<file path="config.mk">
export PLATFORM = sky130hd
export DESIGN_NAME = max10_adc_sequencer_flat
export DESIGN_NICKNAME = d
export VERILOG_FILES = /design/src/rtl/max10_adc_seq_pkg.sv /design/src/rtl/max10_adc_sequencer_if.sv /design/src/rtl/max10_adc_seq_next_ch.sv /design/src/rtl/max10_adc_sequencer.sv /design/src/flat_wrapper.sv
export SDC_FILE = /design/constraint.sdc
export NUM_CORES = 1
export LEC_CHECK = 0
export ABC_AREA = 1
export ABC_CLOCK_PERIOD_IN_PS = 3400
export CORE_ASPECT_RATIO = 0.5
export CORE_MARGIN = 2
export CORE_UTILIZATION = 45
export DETAILED_ROUTE_END_ITERATION = 8
export PLACE_DENSITY = 0.69
export SLEW_MARGIN = 0
export SYNTH_ARGS = -nofsm -noshare
export SYNTH_HDL_FRONTEND = slang
export SYNTH_HIERARCHICAL = 1
export SYNTH_SLANG_ARGS = --single-unit
</file>
<file path="constraint.sdc">
create_clock -name clock_clk -period 3.4 [get_ports clock_clk]
set_input_delay 0.68 -clock clock_clk [delete_from_list [all_inputs] [get_ports clock_clk]]
set_output_delay 0.68 -clock clock_clk [all_outputs]
set_load 0.1 [all_outputs]
</file>
<file path="src/rtl/max10_adc_seq_pkg.sv">
// Shared widths, limits and FSM state encoding for the MAX 10 ADC sequencer.
// Imported by the interface, the next-channel finder and the top.
package max10_adc_seq_pkg;

    localparam int CH_W       = 5;
    localparam int DATA_W     = 12;
    localparam int NUM_CH_MAX = 17;

    typedef enum logic [1:0] {
        IDLE  = 2'd0,
        ISSUE = 2'd1,
        WAIT  = 2'd2
    } state_e;

endpackage

</file>
<file path="src/rtl/max10_adc_sequencer_if.sv">
// Command/response streams between the sequencer (master) and the MAX 10 ADC wrapper (slave).
interface max10_adc_sequencer_if;
    import max10_adc_seq_pkg::*;

    logic              command_valid;
    logic [CH_W-1:0]   command_channel;
    logic              command_startofpacket;
    logic              command_endofpacket;
    logic              command_ready;
    logic              response_valid;
    logic [CH_W-1:0]   response_channel;
    logic [DATA_W-1:0] response_data;
    logic              response_startofpacket;
    logic              response_endofpacket;

    modport master (
        output command_valid, command_channel, command_startofpacket, command_endofpacket,
        input  command_ready,
        input  response_valid, response_channel, response_data,
        input  response_startofpacket, response_endofpacket
    );

    modport slave (
        input  command_valid, command_channel, command_startofpacket, command_endofpacket,
        output command_ready,
        output response_valid, response_channel, response_data,
        output response_startofpacket, response_endofpacket
    );

endinterface

</file>
<file path="src/rtl/max10_adc_seq_next_ch.sv">
// Priority finder: first set mask bit at/above 0 (from_start) or strictly above i_cur,
// plus whether any set bit remains above the one found.
module max10_adc_seq_next_ch
    import max10_adc_seq_pkg::*;
#(
    parameter int NUM_CH = NUM_CH_MAX
) (
    input  logic [NUM_CH-1:0] i_mask,
    input  logic [CH_W-1:0]   i_cur,
    input  logic              i_from_start,
    output logic [CH_W-1:0]   o_next,
    output logic              o_found,
    output logic              o_is_last
);

    logic [CH_W-1:0] w_next;
    logic            w_found;
    logic            w_is_last;

    // Ascending scan for the next candidate, then a look-ahead for any higher set bit
    always_comb begin
        w_next    = {CH_W{1'b0}};
        w_found   = 1'b0;
        w_is_last = 1'b1;
        for (int i = 0; i < NUM_CH; i++) begin
            if (i_mask[i] && !w_found && (i_from_start || (i > int'(i_cur)))) begin
                w_found = 1'b1;
                w_next  = CH_W'(i);
            end else begin
                w_found = w_found;
            end
        end
        for (int j = 0; j < NUM_CH; j++) begin
            if (w_found && i_mask[j] && (j > int'(w_next))) begin
                w_is_last = 1'b0;
            end else begin
                w_is_last = w_is_last;
            end
        end
    end

    assign o_next    = w_next;
    assign o_found   = w_found;
    assign o_is_last = w_is_last;

endmodule

</file>
<file path="src/rtl/max10_adc_sequencer.sv">
// Scans an enabled-channel mask, issues one ADC conversion at a time and stores results.
// Optional per-channel averaging is compiled in with MAX10_ADC_SEQ_AVG_EN.
module max10_adc_sequencer
    import max10_adc_seq_pkg::*;
#(
    parameter int NUM_CH   = NUM_CH_MAX,
    parameter int AVG_LOG2 = 2
) (
    input  logic                  clock_clk,
    input  logic                  reset_sink_reset,
    input  logic                  enable,
    input  logic [NUM_CH-1:0]     channel_mask,
    max10_adc_sequencer_if.master adc,
    input  logic [CH_W-1:0]       rd_channel,
    output logic [DATA_W-1:0]     rd_data,
    output logic                  sample_valid,
    output logic [CH_W-1:0]       sample_channel,
    output logic [DATA_W-1:0]     sample_data,
    output logic                  scan_done,
    output logic                  error,
    input  logic                  error_clear
);

    state_e            r_state, w_state_nxt;
    logic [NUM_CH-1:0] r_scan_mask, w_find_mask;
    logic [CH_W-1:0]   r_ch, w_ch_nxt, w_next_ch;
    logic              r_sop, w_sop_nxt, r_eop, w_eop_nxt;
    logic              r_cmd_valid, r_scan_done, w_scan_done_nxt, w_latch;
    logic              w_found, w_is_last, w_from_start;
    logic              w_resp, w_match, w_mismatch, r_error;
    logic [DATA_W-1:0] r_res [NUM_CH];
    logic [DATA_W-1:0] r_rd_data, r_sample_data;
    logic [CH_W-1:0]   r_sample_channel;
    logic              r_sample_valid;

    max10_adc_seq_next_ch #(.NUM_CH(NUM_CH)) u_next_ch (
        .i_mask       (w_find_mask),
        .i_cur        (r_ch),
        .i_from_start (w_from_start),
        .o_next       (w_next_ch),
        .o_found      (w_found),
        .o_is_last    (w_is_last)
    );

    // In IDLE the finder looks at the live mask; during a scan it walks the latched copy
    always_comb begin
        w_find_mask  = r_scan_mask;
        w_from_start = 1'b0;
        if (r_state == IDLE) begin
            w_find_mask  = channel_mask;
            w_from_start = 1'b1;
        end else begin
            w_find_mask  = r_scan_mask;
            w_from_start = 1'b0;
        end
    end

    assign w_resp     = (r_state == WAIT) && adc.response_valid;
    assign w_match    = w_resp && (adc.response_channel == r_ch);
    assign w_mismatch = w_resp && (adc.response_channel != r_ch);

    // Next-state and next-command computation
    always_comb begin
        w_state_nxt     = r_state;
        w_ch_nxt        = r_ch;
        w_sop_nxt       = r_sop;
        w_eop_nxt       = r_eop;
        w_latch         = 1'b0;
        w_scan_done_nxt = 1'b0;
        case (r_state)
            IDLE: begin
                if (enable && w_found) begin
                    w_state_nxt = ISSUE;
                    w_latch     = 1'b1;
                    w_ch_nxt    = w_next_ch;
                    w_sop_nxt   = 1'b1;
                    w_eop_nxt   = w_is_last;
                end else begin
                    w_state_nxt = IDLE;
                end
            end
            ISSUE: begin
                if (adc.command_ready) begin
                    w_state_nxt = WAIT;
                end else begin
                    w_state_nxt = ISSUE;
                end
            end
            WAIT: begin
                // A mismatched response still finishes the conversion
                if (adc.response_valid) begin
                    if (w_found) begin
                        w_state_nxt = ISSUE;
                        w_ch_nxt    = w_next_ch;
                        w_sop_nxt   = 1'b0;
                        w_eop_nxt   = w_is_last;
                    end else begin
                        w_state_nxt     = IDLE;
                        w_scan_done_nxt = 1'b1;
                    end
                end else begin
                    w_state_nxt = WAIT;
                end
            end
            default: begin
                w_state_nxt = IDLE;
            end
        endcase
    end

    // FSM state, command outputs, scan pulse and sticky error
    always_ff @(posedge clock_clk) begin
        if (reset_sink_reset) begin
            r_state     <= IDLE;
            r_scan_mask <= {NUM_CH{1'b0}};
            r_ch        <= {CH_W{1'b0}};
            r_sop       <= 1'b0;
            r_eop       <= 1'b0;
            r_cmd_valid <= 1'b0;
            r_scan_done <= 1'b0;
            r_error     <= 1'b0;
        end else begin
            r_state     <= w_state_nxt;
            r_ch        <= w_ch_nxt;
            r_sop       <= w_sop_nxt;
            r_eop       <= w_eop_nxt;
            r_cmd_valid <= (w_state_nxt == ISSUE);
            r_scan_done <= w_scan_done_nxt;
            if (w_latch) begin
                r_scan_mask <= channel_mask;
            end else begin
                r_scan_mask <= r_scan_mask;
            end
            if (w_mismatch) begin
                r_error <= 1'b1;
            end else if (error_clear) begin
                r_error <= 1'b0;
            end else begin
                r_error <= r_error;
            end
        end
    end

`ifdef MAX10_ADC_SEQ_AVG_EN
    localparam int ACC_W = DATA_W + AVG_LOG2;

    logic [ACC_W-1:0]    r_acc [NUM_CH];
    logic [AVG_LOG2-1:0] r_cnt [NUM_CH];
    logic [ACC_W-1:0]    w_sum;
    logic                w_avg_done;
    logic                w_unused;

    assign w_sum      = r_acc[r_ch] + ACC_W'(adc.response_data);
    assign w_avg_done = &r_cnt[r_ch];
    assign w_unused   = &{1'b0, adc.response_startofpacket, adc.response_endofpacket};

    // Accumulate matching samples; publish the truncated mean on the last of each group
    always_ff @(posedge clock_clk) begin
        if (reset_sink_reset) begin
            for (int i = 0; i < NUM_CH; i++) begin
                r_res[i] <= {DATA_W{1'b0}};
                r_acc[i] <= {ACC_W{1'b0}};
                r_cnt[i] <= {AVG_LOG2{1'b0}};
            end
            r_sample_valid   <= 1'b0;
            r_sample_channel <= {CH_W{1'b0}};
            r_sample_data    <= {DATA_W{1'b0}};
        end else if (w_match) begin
            if (w_avg_done) begin
                r_res[r_ch]      <= w_sum[ACC_W-1:AVG_LOG2];
                r_acc[r_ch]      <= {ACC_W{1'b0}};
                r_cnt[r_ch]      <= {AVG_LOG2{1'b0}};
                r_sample_valid   <= 1'b1;
                r_sample_channel <= r_ch;
                r_sample_data    <= w_sum[ACC_W-1:AVG_LOG2];
            end else begin
                r_acc[r_ch]    <= w_sum;
                r_cnt[r_ch]    <= r_cnt[r_ch] + AVG_LOG2'(1'b1);
                r_sample_valid <= 1'b0;
            end
        end else begin
            r_sample_valid <= 1'b0;
        end
    end
`else
    logic w_unused;

    assign w_unused = &{1'b0, adc.response_startofpacket, adc.response_endofpacket, (AVG_LOG2 != 0)};

    // Every matching sample lands directly in the result file
    always_ff @(posedge clock_clk) begin
        if (reset_sink_reset) begin
            for (int i = 0; i < NUM_CH; i++) begin
                r_res[i] <= {DATA_W{1'b0}};
            end
            r_sample_valid   <= 1'b0;
            r_sample_channel <= {CH_W{1'b0}};
            r_sample_data    <= {DATA_W{1'b0}};
        end else if (w_match) begin
            r_res[r_ch]      <= adc.response_data;
            r_sample_valid   <= 1'b1;
            r_sample_channel <= r_ch;
            r_sample_data    <= adc.response_data;
        end else begin
            r_sample_valid <= 1'b0;
        end
    end
`endif

    // Registered read port; out-of-range channels read as zero
    always_ff @(posedge clock_clk) begin
        if (reset_sink_reset) begin
            r_rd_data <= {DATA_W{1'b0}};
        end else if (int'(rd_channel) < NUM_CH) begin
            r_rd_data <= r_res[rd_channel];
        end else begin
            r_rd_data <= {DATA_W{1'b0}};
        end
    end

    assign adc.command_valid         = r_cmd_valid;
    assign adc.command_channel       = r_ch;
    assign adc.command_startofpacket = r_sop;
    assign adc.command_endofpacket   = r_eop;
    assign rd_data                   = r_rd_data;
    assign sample_valid              = r_sample_valid;
    assign sample_channel            = r_sample_channel;
    assign sample_data               = r_sample_data;
    assign scan_done                 = r_scan_done;
    assign error                     = r_error;

endmodule

</file>
<file path="src/flat_wrapper.sv">
// flat-port wrapper written by rule: the top's interface ports become plain ports
module max10_adc_sequencer_flat import max10_adc_seq_pkg::*;
#(
    parameter int NUM_CH   = NUM_CH_MAX,
    parameter int AVG_LOG2 = 2
)
  (clock_clk, reset_sink_reset, enable, channel_mask, rd_channel, rd_data, sample_valid, sample_channel, sample_data, scan_done, error, error_clear, adc_command_valid, adc_command_channel, adc_command_startofpacket, adc_command_endofpacket, adc_command_ready, adc_response_valid, adc_response_channel, adc_response_data, adc_response_startofpacket, adc_response_endofpacket);
  max10_adc_sequencer_if adc_i ();
  input  logic clock_clk;
  input  logic reset_sink_reset;
  input  logic enable;
  input  logic [NUM_CH-1:0] channel_mask;
  input  logic [CH_W-1:0] rd_channel;
  output logic [DATA_W-1:0] rd_data;
  output logic sample_valid;
  output logic [CH_W-1:0] sample_channel;
  output logic [DATA_W-1:0] sample_data;
  output logic scan_done;
  output logic error;
  input  logic error_clear;
  output wire logic [$bits(adc_i.command_valid)-1:0] adc_command_valid;
  output wire logic [$bits(adc_i.command_channel)-1:0] adc_command_channel;
  output wire logic [$bits(adc_i.command_startofpacket)-1:0] adc_command_startofpacket;
  output wire logic [$bits(adc_i.command_endofpacket)-1:0] adc_command_endofpacket;
  input wire logic [$bits(adc_i.command_ready)-1:0] adc_command_ready;
  input wire logic [$bits(adc_i.response_valid)-1:0] adc_response_valid;
  input wire logic [$bits(adc_i.response_channel)-1:0] adc_response_channel;
  input wire logic [$bits(adc_i.response_data)-1:0] adc_response_data;
  input wire logic [$bits(adc_i.response_startofpacket)-1:0] adc_response_startofpacket;
  input wire logic [$bits(adc_i.response_endofpacket)-1:0] adc_response_endofpacket;
  assign adc_command_valid = adc_i.command_valid;
  assign adc_command_channel = adc_i.command_channel;
  assign adc_command_startofpacket = adc_i.command_startofpacket;
  assign adc_command_endofpacket = adc_i.command_endofpacket;
  assign adc_i.command_ready = adc_command_ready;
  assign adc_i.response_valid = adc_response_valid;
  assign adc_i.response_channel = adc_response_channel;
  assign adc_i.response_data = adc_response_data;
  assign adc_i.response_startofpacket = adc_response_startofpacket;
  assign adc_i.response_endofpacket = adc_response_endofpacket;
  max10_adc_sequencer #(.NUM_CH(NUM_CH), .AVG_LOG2(AVG_LOG2)) u_core (.clock_clk(clock_clk), .reset_sink_reset(reset_sink_reset), .enable(enable), .channel_mask(channel_mask), .adc(adc_i), .rd_channel(rd_channel), .rd_data(rd_data), .sample_valid(sample_valid), .sample_channel(sample_channel), .sample_data(sample_data), .scan_done(scan_done), .error(error), .error_clear(error_clear));
endmodule
</file>
==> metrics.cfg <==
[yosys]
netlist_area_um2=20500
synth_fp_nets=2379
syn_area_per_cell_um2=8.80
yosysTopAreaCell=edfxtp_1
synth_top_family_by_area=simple AND/OR/NAND/NOR gates
synthDominantCellAreaShare_pct=56.2
synthCells=2332
synth_fa_ha_area_share_pct=0
seq_area_frac_synth_pct=61.9
synthMostInstantiatedCell=nand2_1
yosys-top-cells-area=edfxtp_1, nand2_1, inv_1, nand3_1, dfxtp_1
synth_edf_count=384
synth-xor-area-share_pct=0.171
ys_top_cells_by_count=nand2_1, edfxtp_1, inv_1
synth.mux.area_fraction_pct=0
synth_seq_cells=443
yosys_warnings=6
yosys.cell_types.count=37
synthSimpleGateAreaFrac_pct=25.8
synth_compound_area_share_pct=3.28
ys_async_sr_fraction_pct=0
ys.flop_type=edfxtp_1

[placed_design]
gp_congestion=0.892
io_buffers=84
post-place-cells=2988
hpwlAfterDp_um=35400

[sta]
finalMaxSlewViolations=0
slew_headroom_pct=33.9
min_period_over_period_pct=92.2
finalHoldViolations=0
fmax_mhz=319
setup_viol=0
setup_tns_ns=0
skew_ns=0.0144
hold-worst-slack_ns=0.448
fin_crit_ns=3.13
worstMarginPinSlew_ns=0.989

[setup_path]
cp.arrival_ns=3.62
crit_type=reg -> reg
endpoint_kind=flip-flop
crit_fanout=23
worstSetupStartpointType=flip-flop
required_ns=3.89

[cells_and_area]
fill_cells=3888
diodes=0
seqCellArea_um2=12700
drive_above_1_share_pct=8.80
final_cells=3064
multi_input_area_um2=6010
areaGrowthSynthToFinish_pct=15.7
fin_nets=2481

[outcome]
status=complete, no violations

[detailed_routing]
drc_errors=0
wl_per_cell_um=17.9
postRouteAntennaNets=0
met1_length_um=23400
dr_wl_met3_um=4360
wl_met2_um=25400
via_count=15778
drtPass1Iterations=8
drt-total-wl_um=54800
top_layer_used=met4
vias_per_cell=5.15
drt-initial-drc-count=1815

[cts]
clkTransAtPathRegs_ns=0.06
htree_num_levels=2
clock-root-buffer=clkbuf_16
clock_sinks=443
cts_buffers=41
cts_tree=built
clk_latency_ns=0.55
post_cts_buffers=0
cts_max_path_buffers=3

[global_route]
track_usage_pct=22.9
grt_pass1_wl_um=83300
antenna_found_initial=0
grt-ovfl-total=0
grt_pass1_vias=14537
grt_max_degree=96

[floorplanning]
row_count=55
die_w_um=306
io_pins=87
design.die.area_um2=47400
initial_core_util_pct=45.5
coreArea_um2=45100
die_h_um=155

[pwr]
max-vdd-ir-drop_v=0.000308
p_leak_nw=10.4
pwr_density_cell_nw_per_um2=502
total_power_mw=11.9

[hold_path]
min_path_type=reg -> reg

[job]
max-cap-violations=0

cell type report:
type / instances / area share (%)
clock buffers: 57 / 4.93
multi-input cells: 1413 / 25.3
clock inverters: 18 / 0.501
inverters: 348 / 5.52
flip-flops and latches: 443 / 53.6
repair buffers: 187 / 7.00
well taps: 598 / 3.15
cell usage in the layout (no fill, tap or decap), types with 5 or more instances in the layout:
cell / netlist / layout
nor2_1: 282 / 281
nor3_1: 12 / 12
buf_4: 1 / 114
o211ai_1: 5 / 5
inv_2: 5 / 6
nand3_1: 245 / 245
clkinv_2: 0 / 8
clkbuf_1: 99 / 11
edfxtp_1: 384 / 384
o21ai_0: 64 / 64
clkinv_1: 14 / 19
dfxtp_1: 59 / 56
a21oi_1: 50 / 50
buf_12: 0 / 8
nand2_2: 6 / 6
nand2_1: 700 / 700
clkbuf_16: 0 / 44
clkdlybuf4s50_1: 0 / 63
inv_1: 329 / 327
nand4_1: 20 / 20
nor2_2: 4 / 5
report_power, final:
part / total [mW] / internal [mW] / leakage, nW / switching [mW]
registers: 6.07 / 6.01 / 4.21 / 0.0579
clock network: 4.46 / 2.43 / 0.630 / 2.03
logic: 1.38 / 0.389 / 5.57 / 0.995
total: 11.9 / 8.83 / 10.4 / 3.08
critical path, cell delays in order (launching register included):
cell and delay, ns:
dfxtp_1 0.47, nor2_4 0.11, buf_4 0.22, nor2_1 0.17
inv_1 0.11, o211ai_1 0.18, nand4_2 0.19, nor2_2 0.14
nand4_2 0.14, nor2_2 0.17, nand4_1 0.14, nor2_1 0.15
nand2_1 0.12, nand2_1 0.09, nor3_1 0.07, a21oi_1 0.17
buf_4 0.20, o21ai_0 0.09, a21oi_1 0.12
path summary, 6_finish.rpt:
path | slack, ns | end | cells past startpoint | from
worst max-delay path | 0.27 | u_core/adc.command_channel[4] | 18 | u_core/r_state[0]
worst min-delay path | 0.45 | u_core/r_scan_mask[1] | 2 | u_core/r_scan_mask[1]
worst max register to register | 0.27 | u_core/adc.command_channel[4] | 18 | u_core/r_state[0]
worst min register to register | 0.45 | u_core/r_scan_mask[1] | 2 | u_core/r_scan_mask[1]
layer usage:
metal / track usage, % / vias to the layer above
met5: 0 / -
met4: 7.34 / 0
met3: 3.51 / 97
met2: 37.4 / 632
met1: 31.7 / 7420
li1: - / 7629
flip-flops by register name (all words and copies together), names as in the netlist:
signal,flops
u_core/adc.command_endofpacket,1
u_core/error,1
u_core/scan_done,1
u_core/r_scan_mask,17
u_core/rd_data,12
u_core/adc.command_channel,5
u_core/sample_valid,1
u_core/r_state,2
u_core/adc.command_valid,1
u_core/adc.command_startofpacket,1
u_core/sample_data,12
u_core/sample_channel,5
u_core/r_res,384
stage by stage:
step	setup slack (ns)	cell area, um2	util [%]
after floorplan	0.0288	20500	-
after global placement	-0.0812	22400	49.8
after detailed placement	-0.178	22400	49.8
after CTS	0.137	23700	52.6
after global routing	-0.0188	23700	52.7
final	0.265	23700	52.7
cells by family after synthesis:
group | count (synthesis)
simple gates | 1281
buf+inv | 477
flops | 443
compound gates | 127
xor+xnor | 4
timing repair:
item,4_1_cts,5_1_grt
hold buffers,0,0
resized for setup,0,3
endpoints found under the setup margin,0,26
Note: power is estimated with default switching activity, not from simulation.
